## config.mk

```make
export PLATFORM = sky130hd
export DESIGN_NAME = fifo_uart_tx
export DESIGN_NICKNAME = d
export VERILOG_FILES = /design/src/rtl/fifo_uart_tx.sv
export SDC_FILE = /design/constraint.sdc
export NUM_CORES = 1
export LEC_CHECK = 0
export ABC_AREA = 1
export CAP_MARGIN = 20
export CORE_UTILIZATION = 45
export DETAILED_ROUTE_END_ITERATION = 8
export PLACE_DENSITY = 0.68
export RECOVER_POWER = 50
export SLEW_MARGIN = 5
export SYNTH_ARGS = -nofsm -noshare
export SYNTH_HDL_FRONTEND = slang
export SYNTH_SLANG_ARGS = --single-unit
```

## constraint.sdc

```tcl
create_clock -name clk -period 1.6 [get_ports clk]
set_input_delay 0.32 -clock clk [delete_from_list [all_inputs] [get_ports clk]]
set_output_delay 0.32 -clock clk [all_outputs]
set_load 0.01 [all_outputs]
```

## src/rtl/fifo_uart_tx.sv

```systemverilog
// fifo_uart_tx: UART transmitter that pops bytes from an upstream FIFO and serializes them as 8N1 (or 8E1 with UART_TX_PARITY_EN)
// Ports: clk (rising edge), rst (async active-low), tx_en (allow new frames), fifo_empty/fifo_rdata (FIFO head),
//        fifo_pop (combinational pop strobe), tx (serial line, idle high), busy (frame in progress).
// Macro UART_TX_PARITY_EN inserts an even-parity bit between the data bits and the stop bit.
module fifo_uart_tx #(
    parameter int CLK_FREQ = 100_000_000,
    parameter int BAUD     = 9600
) (
    input  logic       clk,
    input  logic       rst,
    input  logic       tx_en,
    input  logic       fifo_empty,
    input  logic [7:0] fifo_rdata,
    output logic       fifo_pop,
    output logic       tx,
    output logic       busy
);
    localparam int BIT_CYCLES = CLK_FREQ / BAUD;
    localparam int CW = BIT_CYCLES > 1 ? $clog2(BIT_CYCLES) : 1;
    localparam logic [CW-1:0] LAST = CW'(BIT_CYCLES - 1);
    localparam logic [2:0] IDLE   = 3'd0;
    localparam logic [2:0] START  = 3'd1;
    localparam logic [2:0] DATA   = 3'd2;
    localparam logic [2:0] PARITY = 3'd3;
    localparam logic [2:0] STOP   = 3'd4;
    logic [2:0]    r_state;
    logic [CW-1:0] r_cnt;
    logic [2:0]    r_bit;
    logic [7:0]    r_shift;
    logic          r_tx;
    logic          w_bit_end;
    logic [2:0]    w_next_bit;
    // Gated by rst so no pop is ever signalled while the block is held in reset.
    assign fifo_pop   = rst & (r_state == IDLE) & tx_en & ~fifo_empty;
    assign w_bit_end  = r_cnt == LAST;
    assign w_next_bit = r_bit + 3'd1;
    assign busy       = r_state != IDLE;
    assign tx         = r_tx;
    always_ff @(posedge clk or negedge rst) begin
        if (!rst) begin
            r_state <= IDLE;
            r_cnt   <= '0;
            r_bit   <= '0;
            r_shift <= '0;
            r_tx    <= 1'b1;
        end else if (r_state == IDLE) begin
            r_cnt <= '0;
            r_bit <= '0;
            if (fifo_pop) begin
                r_shift <= fifo_rdata;
                r_state <= START;
                r_tx    <= 1'b0;
            end
        end else if (!w_bit_end) begin
            r_cnt <= r_cnt + 1'b1;
        end else begin
            r_cnt <= '0;
            case (r_state)
                START: begin
                    r_state <= DATA;
                    r_tx    <= r_shift[0];
                end
                DATA: begin
                    if (r_bit == 3'd7) begin
`ifdef UART_TX_PARITY_EN
                        r_state <= PARITY;
                        r_tx    <= ^r_shift;
`else
                        r_state <= STOP;
                        r_tx    <= 1'b1;
`endif
                    end else begin
                        r_bit <= w_next_bit;
                        r_tx  <= r_shift[w_next_bit];
                    end
                end
                // Unreachable when parity is disabled.
                PARITY: begin
                    r_state <= STOP;
                    r_tx    <= 1'b1;
                end
                default: begin
                    r_state <= IDLE;
                    r_tx    <= 1'b1;
                end
            endcase
        end
    end
endmodule
```

# ---- After elaboration in Yosys (flattened, before gate mapping)
# Cells that the tools add are included.
# W data, S select, Z words.
dict set report op_classes {
  muxes 18
  addsub 2
  n_bitwise 4
  n_eq_ne 8
  n_reduce_logical 8
  n_lt_le_gt_ge 1
}
# operator count
set ops {}
lappend ops {{$mux W14} 2}
lappend ops {{$mux W3} 8}
lappend ops {{$add A14 B1 Y14 const B} 1}
lappend ops {{$eq A14 B14 Y1 const B} 1}
lappend ops {{$pmux W3 S3} 1}
lappend ops {{$eq A3 B2 Y1 const B} 2}
lappend ops {{$reduce_and A3 Y1} 2}
lappend ops {{$mux W1} 5}
lappend ops {{$lt A3 B4 Y1 const B} 1}
lappend ops {{$ne A2 B2 Y1 const B} 2}
lappend ops {{$reduce_and A2 Y1} 2}
lappend ops {{$reduce_bool A2 Y1} 2}
lappend ops {{$add A3 B1 Y3 const B} 1}
lappend ops {{$and A1 B1 Y1} 3}
lappend ops {{$bmux W1 S3} 1}
lappend ops {{$eq A3 B1 Y1 const B} 1}
lappend ops {{$eq A3 B3 Y1 const B} 1}
lappend ops {{$logic_not A3 Y1} 1}
lappend ops {{$ne A3 B3 Y1 const B} 1}
lappend ops {{$reduce_bool A3 Y1} 1}
lappend ops {{$pmux W1 S2} 1}
lappend ops {{$not A1 Y1} 1}
dict set report word_totals {
  output_inout_bits 3
  reg_bits 29
  inputBits 12
}

# ---- Logic depth before layout (Yosys ltp)
dict set report depth {
  word_depth 7
  mapped_depth 10
  depth_no_buf 10
}

# ---- Worst setup path before layout
# OpenSTA, ideal clock, no wires.
dict set report synth_timing {
  path_kind {reg-to-reg}
  from {register r_bit[0]}
  to {register r_tx (netlist: tx)}
  setup_ns 0.076
  path_slack_ns 0.153
  arrival_time_ns 1.372
  stages_incl_launch_ff 11
  synth_period_minus_slack_ns 1.447
  cell_sequence {dfrtp_1 ha_1 ha_1 inv_1 nand3_1 nand3b_1 nand3_1 nand2_1 nand2_1 nand2_1 nand2_1}
}
dict set report synth_via {
  elab_chain_cells 7
  word_cells_on_any_way 8
}
# element line_no
set synth_lines {}
lappend synth_lines {{start, declared} 28} ;# logic [2:0] r_bit;
lappend synth_lines {{start signal, assigned} 73} ;# r_bit <= w_next_bit;
lappend synth_lines {{$add A3 B1 Y3} 36} ;# assign w_next_bit = r_bit + 3'd1;
lappend synth_lines {{$bmux W1 S3} 74} ;# r_tx <= r_shift[w_next_bit];
lappend synth_lines {{$mux W1 (not written as such)} 74}
lappend synth_lines {{$mux W1 *} 64} ;# if (r_bit == 3'd7) begin
lappend synth_lines {{$pmux W1 S2 *} 58} ;# case (r_state)
lappend synth_lines {{$mux W1 *} 54} ;# end else if (!w_bit_end) begin
lappend synth_lines {{$mux W1 *} 46} ;# end else if (r_state == IDLE) begin
lappend synth_lines {{end signal, assigned} 61} ;# r_tx <= r_shift[0];
lappend synth_lines {{end signal, assigned} 74}
lappend synth_lines {{end, declared} 30} ;# logic r_tx;
# Every way passes the cells marked *; elsewhere a longest branch is shown, timed or not. The select of a mux whose other input is x is not followed.
# A chain may end at the register's enable or synchronous reset.

# ---- Final worst setup path
dict set report layout_timing {
  from {register r_state[0]}
  to {output port busy}
}
dict set report layout_via {
  elab_chain_cells 1
}
# element line_no
set layout_lines {}
lappend layout_lines {{start, declared} 26} ;# logic [2:0] r_state;
lappend layout_lines {{start signal, assigned} 41} ;# r_state <= IDLE;
lappend layout_lines {{start signal, assigned} 51} ;# r_state <= START;
lappend layout_lines {{start signal, assigned} 60} ;# r_state <= DATA;
lappend layout_lines {{$reduce_bool A3 Y1} 37} ;# assign busy = r_state != IDLE;
lappend layout_lines {{end, declared} 16} ;# output logic busy
# Every way passes these cells.

==> flow_metrics.py <==
metrics = {
    "place": {
        "dp_hpwl_um": 2442,
        "portBuffers": 14,
        "gp_congestion": 0.9287,
        "placed_cell_area_um2": 1882,
    },
    "critical_path": {
        "path_buf_inv": 2,
        "cp_top_family": "flip-flops",
        "r2r_start": "r_bit[0]",
        "criticalPathCategory": "reg2out",
        "critPathArrivalTime_ns": 1.21,
        "cp_max_fo": 6,
        "path_cells": "nor2_2, nand2_4, buf_6, buf_2",
        "cp-end-kind": "output pin",
        "crit_start": "r_state[0]",
        "cp_slowest_stage_delay_ns": 0.40,
        "cp-start-kind": "register",
        "critPathSlowestCell": "dfrtp_1",
        "required_ns": 1.28,
    },
    "logic_synthesis": {
        "synth-xor-area-share": 0.02747,
        "ys_async_sr_fraction": 1.000,
        "synthTopCellsByArea": "dfrtp_1, nand2_1, nor2_1",
        "yosysUniqueCellTypes": 28,
        "syn-num-nets": 219,
        "netlist_area_um2": 1594,
        "synth-seq-cells": 29,
        "synth_top_cells_by_count": "nand2_1, dfrtp_1, nor2_1",
        "ys.flop_type": "dfrtp_1",
        "synth_area_per_cell_um2": 7.814,
        "synth_compound_area_frac": 0.04553,
        "yosys_warnings": 0,
        "synth_edf_count": 0,
        "yosysMostFrequentCell": "nand2_1",
        "yosysSeqAreaShare": 0.4560,
        "synth_adder_area_share": 0.02355,
        "synth_top_area_cell": "dfrtp_1",
        "synthCells": 204,
        "synth_mux_area_frac": 0,
        "synth_simple_gate_area_frac": 0.3940,
        "synth_top_family_by_area": "simple AND/OR/NAND/NOR gates",
        "yosys.area.top_type_share": 0.4396,
    },
    "timing": {
        "hold_slack_ns": 0.3493,
        "relSlewSlack": 0.5204,
        "fmax_mhz": 654.3,
        "worst_slew_pin_slew_ns": 0.7193,
        "fin_setup_tns_ns": 0,
        "finalHoldViolCount": 0,
        "final.min_clock_period_ns": 1.528,
        "fin_crit_sh": 0.9552,
        "rsz0062_at_grt": "yes",
        "clock_skew_ns": 0.01279,
        "setup_viol": 0,
        "finalMaxSlewViolations": 0,
    },
    "final_layout": {
        "seq_area_um2": 728.2,
        "multi_input_area_um2": 807.0,
        "drive_gt1_frac": 0.2058,
        "area_delta_synth_final_pct": 24.80,
        "post-route-util": 0.5915,
        "fin_nets": 257,
        "n_fill_cell": 338,
        "diodes": 0,
        "finalInstanceArea_um2": 1989,
    },
    "clocking": {
        "cts_max_path_buffers": 2,
        "clk_pin_slew_ns": 0.10,
        "postCtsHoldBufs": 0,
        "cts-root-buf": "clkbuf_4",
        "cts_tree": "done",
        "clock_sinks": 29,
        "clkLatencyLatePin_ns": 0.32,
        "cts_buffers": 5,
        "h-tree-depth": 2,
    },
    "power": {
        "power.leakage_nw": 0.9772,
        "p_total_mw": 1.189,
        "power_density_nw_per_um2": 597.9,
        "ir_drop_uv": 443.2,
    },
    "global_routing": {
        "grt_max_degree": 30,
        "grt_pass1_wl_um": 5540,
        "antenna_found_initial": 0,
        "grt_pass1_vias": 1271,
        "groute.usage.overall": 0.2018,
        "gr-total-overflow": 0,
    },
    "min_path": {
        "min_path_type": "in2async",
    },
    "floorplanning": {
        "start_util": 0.4740,
        "pin_count": 15,
        "die_w_um": 61.52,
        "core_area_um2": 3363,
        "die_area_um2": 3784,
        "rows": 21,
        "die_y_um": 61.52,
    },
    "routing": {
        "routed_wl_um": 3231,
        "drt-pass1-iter-count": 4,
        "drcViolationCount": 0,
        "final_antenna_net_count": 0,
        "drt-initial-drc-count": 29,
        "wl_met2_um": 1487,
        "wl_met1_um": 1585,
        "vias": 1413,
        "detail_route.wl_per_cell_um": 11.18,
        "top_layer_used": "met4",
        "dr_wl_met3_um": 123,
        "vias_per_cell": 4.889,
    },
    "job": {
        "max_cap_viol_count": 0,
    },
    "status": {
        "status": "finished clean",
    },
}
==> registers in the layout, summed over array words and instances, names as in the netlist <==
name / cells
r_shift: 8
r_bit: 3
tx: 1
r_cnt: 14
r_state: 3
==> final cells by class <==
| class | count | area share |
|---|---|---|
| tap | 46 | 0.02893 |
| sequential | 29 | 0.3660 |
| timing repair buffer | 32 | 0.1358 |
| clock buffer | 8 | 0.02453 |
| inverter | 20 | 0.03899 |
| multi-input combinational | 154 | 0.4057 |
==> logic make-up after synthesis <==
group	count (synthesis)
and+or+nand+nor	136
xor gates and xnor gates	5
buffers and inverters	21
DFF	29
AOI/OAI and AO/OA	10
adders and majority gates	3
==> through the flow <==
step | setup WS (ns) | std cells
global placement | -0.4096 | 276
finish | 0.07169 | 289
floorplan | 0.1526 | 204
CTS | -0.04171 | 284
detailed placement | -0.4004 | 276
global route | -0.007068 | 289
==> routing by layer <==
metal,global-route usage,vias to the layer above
met5,0,-
met1,0.2665,656
li1,-,725
met3,0.06303,4
met2,0.3180,28
met4,0.06032,0
==> report_power, final <==
part | switching [mW] | total [mW] | internal, mW
Sequential | 0 | 0.732 | 0.732
Combinational | 0.0191 | 0.0425 | 0.0235
Clock | 0.240 | 0.415 | 0.175
Total | 0.259 | 1.19 | 0.931
==> cells in the final DEF (no fill, tap or decap) <==
cell	netlist	layout
ha_1	3	1
nand4_1	2	2
nor3_4	1	1
nor2_1	22	22
a21oi_1	4	4
buf_2	0	1
clkinv_1	2	2
dfstp_2	1	1
nand2_1	71	71
nor3b_1	1	1
nand3_2	1	2
nand2_2	4	3
dfrtp_2	0	1
o21ai_2	3	3
o21ai_0	1	1
clkdlybuf4s50_1	0	10
clkbuf_2	0	1
dlygate4sd2_1	0	2
o21ai_4	1	1
inv_1	14	14
clkbuf_4	0	5
ha_2	0	1
ha_4	0	1
inv_2	3	3
or2_4	1	1
nor2_2	1	1
o21ai_1	1	1
nand2_4	2	3
buf_6	0	2
inv_4	1	1
xor2_1	5	5
buf_4	1	16
nand3_1	15	14
clkbuf_1	0	3
nor3_1	9	9
dfrtp_1	28	27
nand3b_1	4	4
nor3_2	2	2
==> final timing paths <==
kind,endpoint,slack [ns],cells past startpoint
setup / recovery,busy,0.07,4
hold / removal,r_cnt[3],0.35,2
setup reg to reg,tx,0.18,10
hold reg to reg,r_shift[4],0.49,2
max in group asynchronous,r_cnt[2],0.76,2
min in group clk,r_shift[4],0.49,2
==> what timing repair did <==
action | 4_1_cts | 5_1_grt
endpoints found under the hold margin | 0 | 0
setup buffers | 0 | 5
pin swaps | 1 | 2
setup endpoints to repair | 3 | 5
gates resized for setup | 9 | 8
(Power assumes the default switching activity.)
